File: src/rtl/on_off_toggle_gen.sv
// Periodic ON/OFF square-wave generator. Each phase lasts the configured
// half-period; new settings take effect only at phase boundaries.
module on_off_toggle_gen #(
   parameter int PERIOD_W = 26,
   parameter int CNT_W    = 16
) (
   input  logic                clk,
   input  logic                reset,
   input  logic [PERIOD_W-1:0] r_change_on_off,
   input  logic                sync_restart,
   output logic                on_off,
   output logic                edge_pulse,
   output logic [CNT_W-1:0]    cycle_count,
   output logic                busy
);

   typedef enum logic [1:0] {
      ST_IDLE = 2'd0,
      ST_ON   = 2'd1,
      ST_OFF  = 2'd2
   } state_t;

   state_t              state_r;
   state_t              state_s;
   logic [PERIOD_W-1:0] cfg_r;
   logic [PERIOD_W-1:0] cnt_r;
   logic [PERIOD_W-1:0] cnt_s;
   logic                on_off_r;
   logic                on_off_s;
   logic                edge_r;
   logic                edge_s;
   logic [CNT_W-1:0]    cyc_r;
   logic [CNT_W-1:0]    cyc_s;
   logic                busy_r;
   logic                cfg_zero_s;
   logic                cnt_zero_s;
   logic [PERIOD_W-1:0] reload_s;

   assign cfg_zero_s = (cfg_r == {PERIOD_W{1'b0}});
   assign cnt_zero_s = (cnt_r == {PERIOD_W{1'b0}});
   assign reload_s   = cfg_r - PERIOD_W'(1);

   // Input stage: half-period word sampled every clock.
   always_ff @(posedge clk or posedge reset) begin
      if (reset) begin
         cfg_r <= {PERIOD_W{1'b0}};
      end else begin
         cfg_r <= r_change_on_off;
      end
   end

   // State, phase counter and registered outputs.
   always_ff @(posedge clk or posedge reset) begin
      if (reset) begin
         state_r  <= ST_IDLE;
         cnt_r    <= {PERIOD_W{1'b0}};
         on_off_r <= 1'b0;
         edge_r   <= 1'b0;
         cyc_r    <= {CNT_W{1'b0}};
         busy_r   <= 1'b0;
      end else begin
         state_r  <= state_s;
         cnt_r    <= cnt_s;
         on_off_r <= on_off_s;
         edge_r   <= edge_s;
         cyc_r    <= cyc_s;
         busy_r   <= (state_s != ST_IDLE);
      end
   end

   // Next-state logic; a restart outranks any simultaneous phase boundary.
   always_comb begin
      state_s  = state_r;
      cnt_s    = cnt_r;
      on_off_s = on_off_r;
      edge_s   = 1'b0;
      cyc_s    = cyc_r;
      if (sync_restart && !cfg_zero_s) begin
         state_s  = ST_ON;
         cnt_s    = reload_s;
         on_off_s = 1'b1;
         edge_s   = ~on_off_r;
      end else begin
         case (state_r)
            ST_IDLE: begin
               on_off_s = 1'b0;
               cnt_s    = {PERIOD_W{1'b0}};
               if (!cfg_zero_s) begin
                  state_s  = ST_ON;
                  cnt_s    = reload_s;
                  on_off_s = 1'b1;
                  edge_s   = 1'b1;
               end else begin
                  state_s  = ST_IDLE;
               end
            end
            ST_ON: begin
               if (!cnt_zero_s) begin
                  cnt_s = cnt_r - PERIOD_W'(1);
               end else if (cfg_zero_s) begin
                  state_s  = ST_IDLE;
                  on_off_s = 1'b0;
                  edge_s   = 1'b1;
               end else begin
                  state_s  = ST_OFF;
                  cnt_s    = reload_s;
                  on_off_s = 1'b0;
                  edge_s   = 1'b1;
               end
            end
            ST_OFF: begin
               if (!cnt_zero_s) begin
                  cnt_s = cnt_r - PERIOD_W'(1);
               end else if (cfg_zero_s) begin
                  // Wave is already low, so stopping here produces no edge.
                  state_s  = ST_IDLE;
                  on_off_s = 1'b0;
                  edge_s   = 1'b0;
               end else begin
                  state_s  = ST_ON;
                  cnt_s    = reload_s;
                  on_off_s = 1'b1;
                  edge_s   = 1'b1;
                  cyc_s    = cyc_r + CNT_W'(1);
               end
            end
            default: begin
               state_s  = ST_IDLE;
               cnt_s    = {PERIOD_W{1'b0}};
               on_off_s = 1'b0;
               edge_s   = 1'b0;
            end
         endcase
      end
   end

   assign on_off      = on_off_r;
   assign edge_pulse  = edge_r;
   assign cycle_count = cyc_r;
   assign busy        = busy_r;

endmodule

File: config.mk
export PLATFORM = sky130hd
export DESIGN_NAME = on_off_toggle_gen
export DESIGN_NICKNAME = d
export VERILOG_FILES = /design/src/rtl/on_off_toggle_gen.sv
export SDC_FILE = /design/constraint.sdc
export NUM_CORES = 1
export LEC_CHECK = 0
export CORE_ASPECT_RATIO = 0.7
export CORE_UTILIZATION = 55
export DETAILED_ROUTE_END_ITERATION = 12
export PLACE_DENSITY = 0.79
export SLEW_MARGIN = 10
export SYNTH_ARGS = -nofsm -noshare
export SYNTH_HDL_FRONTEND = slang
export SYNTH_SLANG_ARGS = --single-unit
File: constraint.sdc
create_clock -name clk -period 4 [get_ports clk]
set_clock_uncertainty 0.2 [all_clocks]
set_input_delay 1 -clock clk [delete_from_list [all_inputs] [get_ports clk]]
set_output_delay 1 -clock clk [all_outputs]
set_load 0.02 [all_outputs]
==> run_results.csv <==
group,metric,value,unit
timing,drv_slew,0,
routing,finalWirelength,8960,um
worst_setup_path,path_buf_inv,1,
grt,gr-total-overflow,0,
power_and_ir_drop,power.leakage,1.83,nW
routing,post-route-drc-count,0,
placement,post-place-ws,0.893,ns
grt,grt-busiest-layer,"met1",
timing,fin_tns_setup,0,ns
layout,final-instance-count-excl-fill,515,
floorplan,start_util,58.6,%
timing,period_share,78.4,%
timing,period_needed,3.14,ns
clock_tree,clk_pin_slew,0.07,ns
clock_tree,clock_sinks,73,
layout,layout-drive-gt1-share,7.55,%
routing,first_pass_iters,5,
routing,vias,3086,
grt,grt_pass1_vias,2920,
timing,rsz0062_at_grt,"false",
outcome,status,"completed",
floorplan,ioPinCount,48,
layout,nNetsFinal,455,
synthesis,avgSynthCellArea,10.2,sq um
worst_setup_path,critical_path.cell_chain,"inv_1 > ha_1 > nor3b_1 > nand2_1 > nor4_4 > nand4_1 > nand2b_1 > xnor2_1",
power_and_ir_drop,peakVddDrop,0.220,mV
synthesis,synth-seq-cells,73,
clock_tree,clk_latency,0.36,ns
clock_tree,cts-root-buf,"clkbuf_8",
placement,dp_cells,499,
timing,hold_viol,0,
clock_tree,cts_tree,"yes",
grt,grt_pass1_wl,15000,um
layout,num_antenna_cells,0,
grt,antenna_found_initial,0,
routing,vias_per_cell,5.99,
grt,grt_max_degree,48,
worst_setup_path,worst_path_max_delay_cell,"nor4_4",
clock_tree,numCtsBuffers,9,
synthesis,ys_warn_count,0,
synthesis,synth_edf_count,0,
layout,seq_area,0.00183,sq mm
synthesis,synthCells,366,
worst_setup_path,cpPeakStageDelay,0.55,ns
floorplan,placementRows,24,
clock_tree,post_cts_buffers,0,
routing,wl_per_cell,17.4,um
worst_setup_path,required,4.04,ns
timing,setup_viol,0,
placement,hpwl,6460,um
worst_setup_path,cp_max_fo,12,
power_and_ir_drop,power.density,376,mW/mm^2
synthesis,syn-num-nets,402,
floorplan,die_h,71.1,um
timing,worstMarginPinSlew,0.655,ns
synthesis,ys_seq_area_share,48.8,%
grt,use_met3,8.50,%
grt,gr-usage-met1,41.9,%
routing,antenna_left,0,
synthesis,netlist_area,0.00375,sq mm
worst_setup_path,crit_type,"flip-flop to flip-flop",
worst_setup_path,startpoint_type,"flip-flop",
placement,portBuffers,47,
worst_setup_path,crit_family,"simple AND/OR/NAND/NOR gates",
layout,n_fill_cell,452,
layout,syn_to_final_growth,22.6,%
timing,max_freq,319,MHz
worst_setup_path,crit_path_end_kind,"flip-flop",
routing,initialDrtViolationCount,200,
floorplan,die_width,101,um
placement,gp_congestion,0.893,
floorplan,fp.coreArea,0.00640,sq mm
layout,multiInputGateArea,0.00181,sq mm
clock_tree,hold_buffers,0,
grt,grt_use_total,28.0,%
synthesis,synthFlopType,"dfrtp_1",
clock_tree,clockBufferDepth,2,
clock_tree,h-tree-depth,3,
floorplan,die_area,0.00715,sq mm
clock_tree,cts_resized,0,
worst_setup_path,arrival,3.17,ns
synthesis,synth_cell_type_count,55,
timing,max_slew_margin,55.9,%
grt,use_met2,38.4,%
timing,setup_ws,0.863,ns
synthesis,async_reset_ff_share,100,%
flow_run,max-cap-violations,0,
hold_path,holdCritPathClass,"flip-flop to flip-flop",
-- path summary, 6_finish.rpt --
| path | cells past startpoint | endpoint | startpoint | slack, ns |
|---|---|---|---|---|
| max in group asynchronous | 3 | cnt_r[9] | reset | 2.14 |
| min in group asynchronous | 2 | cfg_r[19] | reset | 0.82 |
| max reg2reg | 8 | cycle_count[11] | cnt_r[0] | 0.86 |
| min reg2reg | 1 | cycle_count[15] | cycle_count[15] | 0.29 |
| max | 8 | cycle_count[11] | cnt_r[0] | 0.86 |
| min | 1 | cycle_count[15] | cycle_count[15] | 0.29 |
-- kinds of logic after synthesis --
kind of cell / synth area share [%]
AOI/OAI and AO/OA: 10.4
muxes: 0.301
buffers and inverters: 2.87
xor gates and xnor gates: 13.8
DFF: 48.8
and+or+nand+nor: 21.5
adders and majority gates: 2.34
-- synthesized netlist by cell type, types with 2 or more instances --
cell,number,share of area [%]
clkbuf_1,7,0.70
or3_1,6,1.0
nand2_1,17,1.7
ha_1,7,2.3
o21ai_0,3,0.40
a31oi_1,2,0.33
dfrtp_1,73,49
and3_1,3,0.50
a41oi_1,2,0.47
o22ai_1,24,4.0
nor2_1,32,3.2
nand4_1,9,1.5
nand3_1,9,1.2
xor2_1,23,5.4
nor4_1,12,2.0
nor3_1,22,2.9
nand4b_1,2,0.47
buf_2,5,0.67
and2_1,3,0.50
inv_1,14,1.4
xnor2_1,36,8.4
o311a_1,2,0.53
and4_1,2,0.47
nor3b_1,2,0.40
nand2b_1,4,0.67
nor4_2,2,0.67
a21oi_1,6,0.80
or4_1,10,2.0
-- cells in the final DEF (no fill, tap or decap), types with 10 or more instances in the layout --
| cell type | n |
|---|---|
| nor3_1 | 22 |
| xor2_1 | 23 |
| clkbuf_8 | 10 |
| nor4_1 | 12 |
| nand2_1 | 17 |
| clkdlybuf4s50_1 | 47 |
| inv_1 | 13 |
| or4_1 | 10 |
| dfrtp_1 | 73 |
| xnor2_1 | 36 |
| o22ai_1 | 24 |
| nor2_1 | 32 |
-- area by class of cell --
cell class	instances	share of cell area, %
Clock buffer	11	3.08
Clock inverter	5	2.23
Inverter	14	1.14
Multi-Input combinational cell	266	39.5
Sequential cell	73	39.8
Tap cell	91	2.48
Timing Repair Buffer	55	11.8
-- metal layers --
metal  share of wire (%)  up-vias
met3                 9.3       15
met1                  46     1494
li1                    -     1440
met4                 1.4        0
met2                  43      137
met5                   0        -
-- registers in the layout, indices dropped and copies added (netlist names) --
register,cells
state_r,2
on_off,1
edge_pulse,1
busy,1
cfg_r,26
cycle_count,16
cnt_r,26
-- power breakdown --
part	total [mW]	internal, mW	switching (mW)
Clock	0.708	0.430	0.277
Combinational	0.187	0.0930	0.0938
Sequential	0.832	0.781	0.0513
Total	1.73	1.30	0.422
-- through the flow --
stage | hold WS (ns) | util, % | area [sq um] | power, mW
2_1_floorplan | 0.334 | - | 3750 | 0.956
3_3_place_gp | 0.272 | 68.0 | 4350 | 1.02
3_5_place_dp | 0.266 | 68.0 | 4350 | 1.03
4_1_cts | 0.288 | 71.8 | 4590 | 1.73
5_1_grt | 0.304 | 71.8 | 4590 | 1.80
6_report | 0.289 | 71.8 | 4590 | 1.73
No activity file was read; power rests on OpenSTA's default activity.
==> patch (same flow settings) <==
Set the parameter `PERIOD_W` to 52 (it was 26).
--- a/src/rtl/on_off_toggle_gen.sv
+++ b/src/rtl/on_off_toggle_gen.sv
@@ -3,3 +3,3 @@
 module on_off_toggle_gen #(
-   parameter int PERIOD_W = 26,
+   parameter int PERIOD_W = 52,
    parameter int CNT_W    = 16
Interface: changed (resized r_change_on_off); port bits go from 48 to 74. No check against the original RTL was run, so the function may have changed too.
==> patch against the unedited design <==
Total power grew 110%; worst hold slack got worse by 10 ps; cell count rose by 71%; worst setup slack got worse by 380 ps; final area increased by 75%; via count grew 76%; maximum frequency down 11%; sequential cell count rose by 52; routed wire length is 80% higher; clock power grew 130%; count of clock-buffer cells in the layout increased by 6; first-iteration DRC count grew to 2.6 times the old value; area after synthesis is 72% higher; critical path type unchanged; largest power group is now clock.
==> patch: results (changes against the unedited design) <==
| Metric | Value |
|---|---|
| Layout cells sized above 1 | 0.0908 (was 0.0755) |
| Post-Syn Instances | 628 (was 366) |
| Top cell types by occurrence after synthesis | dfrtp_1 (125), xnor2_1 (66), nor2_1 (50) (was dfrtp_1 (73), xnor2_1 (36), nor2_1 (32)) |
| Post-place instance area | 0.00739 mm^2 (was 0.00435 mm^2) |
| Clock root cell | clkbuf_16 (was clkbuf_8) |
| Hold buffer count at CTS | 0 (unchanged) |
| Vias in the first global route | 5,093 (was 2,920) |
| Syn Nets | 692 (was 402) |
| Placed cell count | 849 (was 499) |
| Post-DP HPWL | 11.5 mm (was 6.46 mm) |
| Largest net degree at the start of global routing | 126 (was 48) |
| Fin nets | 779 (was 455) |
| Layout Cells excl Fill | 880 (was 515) |
| Max-slew headroom | 0.472 (was 0.559) |
| Port Buffers | 73 (was 47) |
| Initial drt markers | 529 (was 200) |
| Worst reg2reg path startpoint | cfg_r[22] (was cnt_r[0]) |
| CP Max Fanout | 41 (was 12) |
| Top cells by area, synth | dfrtp_1 (49%), xnor2_1 (9.0%), xor2_1 (4.6%), nor4_1 (3.2%), o22ai_1 (3.1%) (was dfrtp_1 (49%), xnor2_1 (8.4%), xor2_1 (5.4%), o22ai_1 (4.0%), nor2_1 (3.2%)) |
| Hold Path Class | flop to flop (unchanged) |
| Status | complete, no violations (unchanged) |
| Worst path arrival time | 3620 ps (was 3170 ps) |
| First-pass GRT wire length | 26.3 mm (was 15.0 mm) |
| Leak pwr | 3.01 nW (was 1.83 nW) |
| CTS Buf Count | 17 (was 9) |
| H-tree levels | 4 (was 3) |
| Clk_lat worst skew | 420 ps (was 360 ps) |
| Pre-CTS WS | 564 ps (was 893 ps) |
| Number of library cell types mapped by synthesis | 54 (was 55) |
| Post-synthesis sequential area ratio | 0.485 (was 0.488) |
| Async set-reset flop share out of synthesis | 1.00 (unchanged) |
| Final WL | 16.1 mm (was 8.96 mm) |
| Switching share of power | 0.266 (was 0.245) |
| Max VDD drop | 0.291 mV (was 0.220 mV) |
| RePlAce Congestion | 0.954 (was 0.893) |
[patch: routing by layer]
metal | GRT usage | wire length [um]
met5 | 0 | 0
met4 | 0.108 | 284
met3 | 0.0564 | 1200
met2 | 0.406 | 6950
met1 | 0.417 | 7680
[patch: cells by family (layout without fill, tap and decap cells)]
kind of cell    after synthesis  after routing  synth area share
simple gates                277            277             0.241
flops                       125            125             0.485
xor+xnor                    100            100             0.136
compound gates               87             87            0.0946
buf+inv                      26            125            0.0186
fa+ha+maj                     9              9            0.0175
mux                           4              4           0.00699
[patch: cell type report]
| cell class | instances | area (um^2) |
|---|---|---|
| flip-flops and latches | 125 | 3130 |
| fillers | 774 | 3190 |
| multi-input cells | 477 | 3200 |
| well taps | 153 | 191 |
| inverters | 11 | 45.0 |
| clock buffers | 17 | 425 |
| repair buffers | 83 | 831 |
| clock inverters | 14 | 208 |
[patch: path summary, 6_finish.rpt]
kind / cells after the start / endpoint / slack (ps)
max: 8 / cnt_r[3] / 490
min: 1 / cycle_count[15] / 280
max reg2reg: 8 / cnt_r[3] / 490
min reg2reg: 1 / cycle_count[15] / 280
max in group asynchronous: 3 / cfg_r[15] / 2190
min in group asynchronous: 3 / edge_pulse / 900
[patch: power by group through the flow]
stage | clock network (mW) | registers [mW] | logic (mW)
after floorplan | 0 | 1.49 | 0.270
after global routing | 1.74 | 1.51 | 0.458
after CTS | 1.67 | 1.50 | 0.415
after detailed placement | 0 | 1.52 | 0.408
final | 1.66 | 1.50 | 0.418
after global placement | 0 | 1.51 | 0.397
[patch: critical path: stages (launching register included)]
cell     delay [ps]
dfrtp_1         410
nor4_1          530
nand4_1         290
or4_1           790
nand2_1         350
o21a_1          220
buf_12          220
a21oi_1          70
or2_2           300
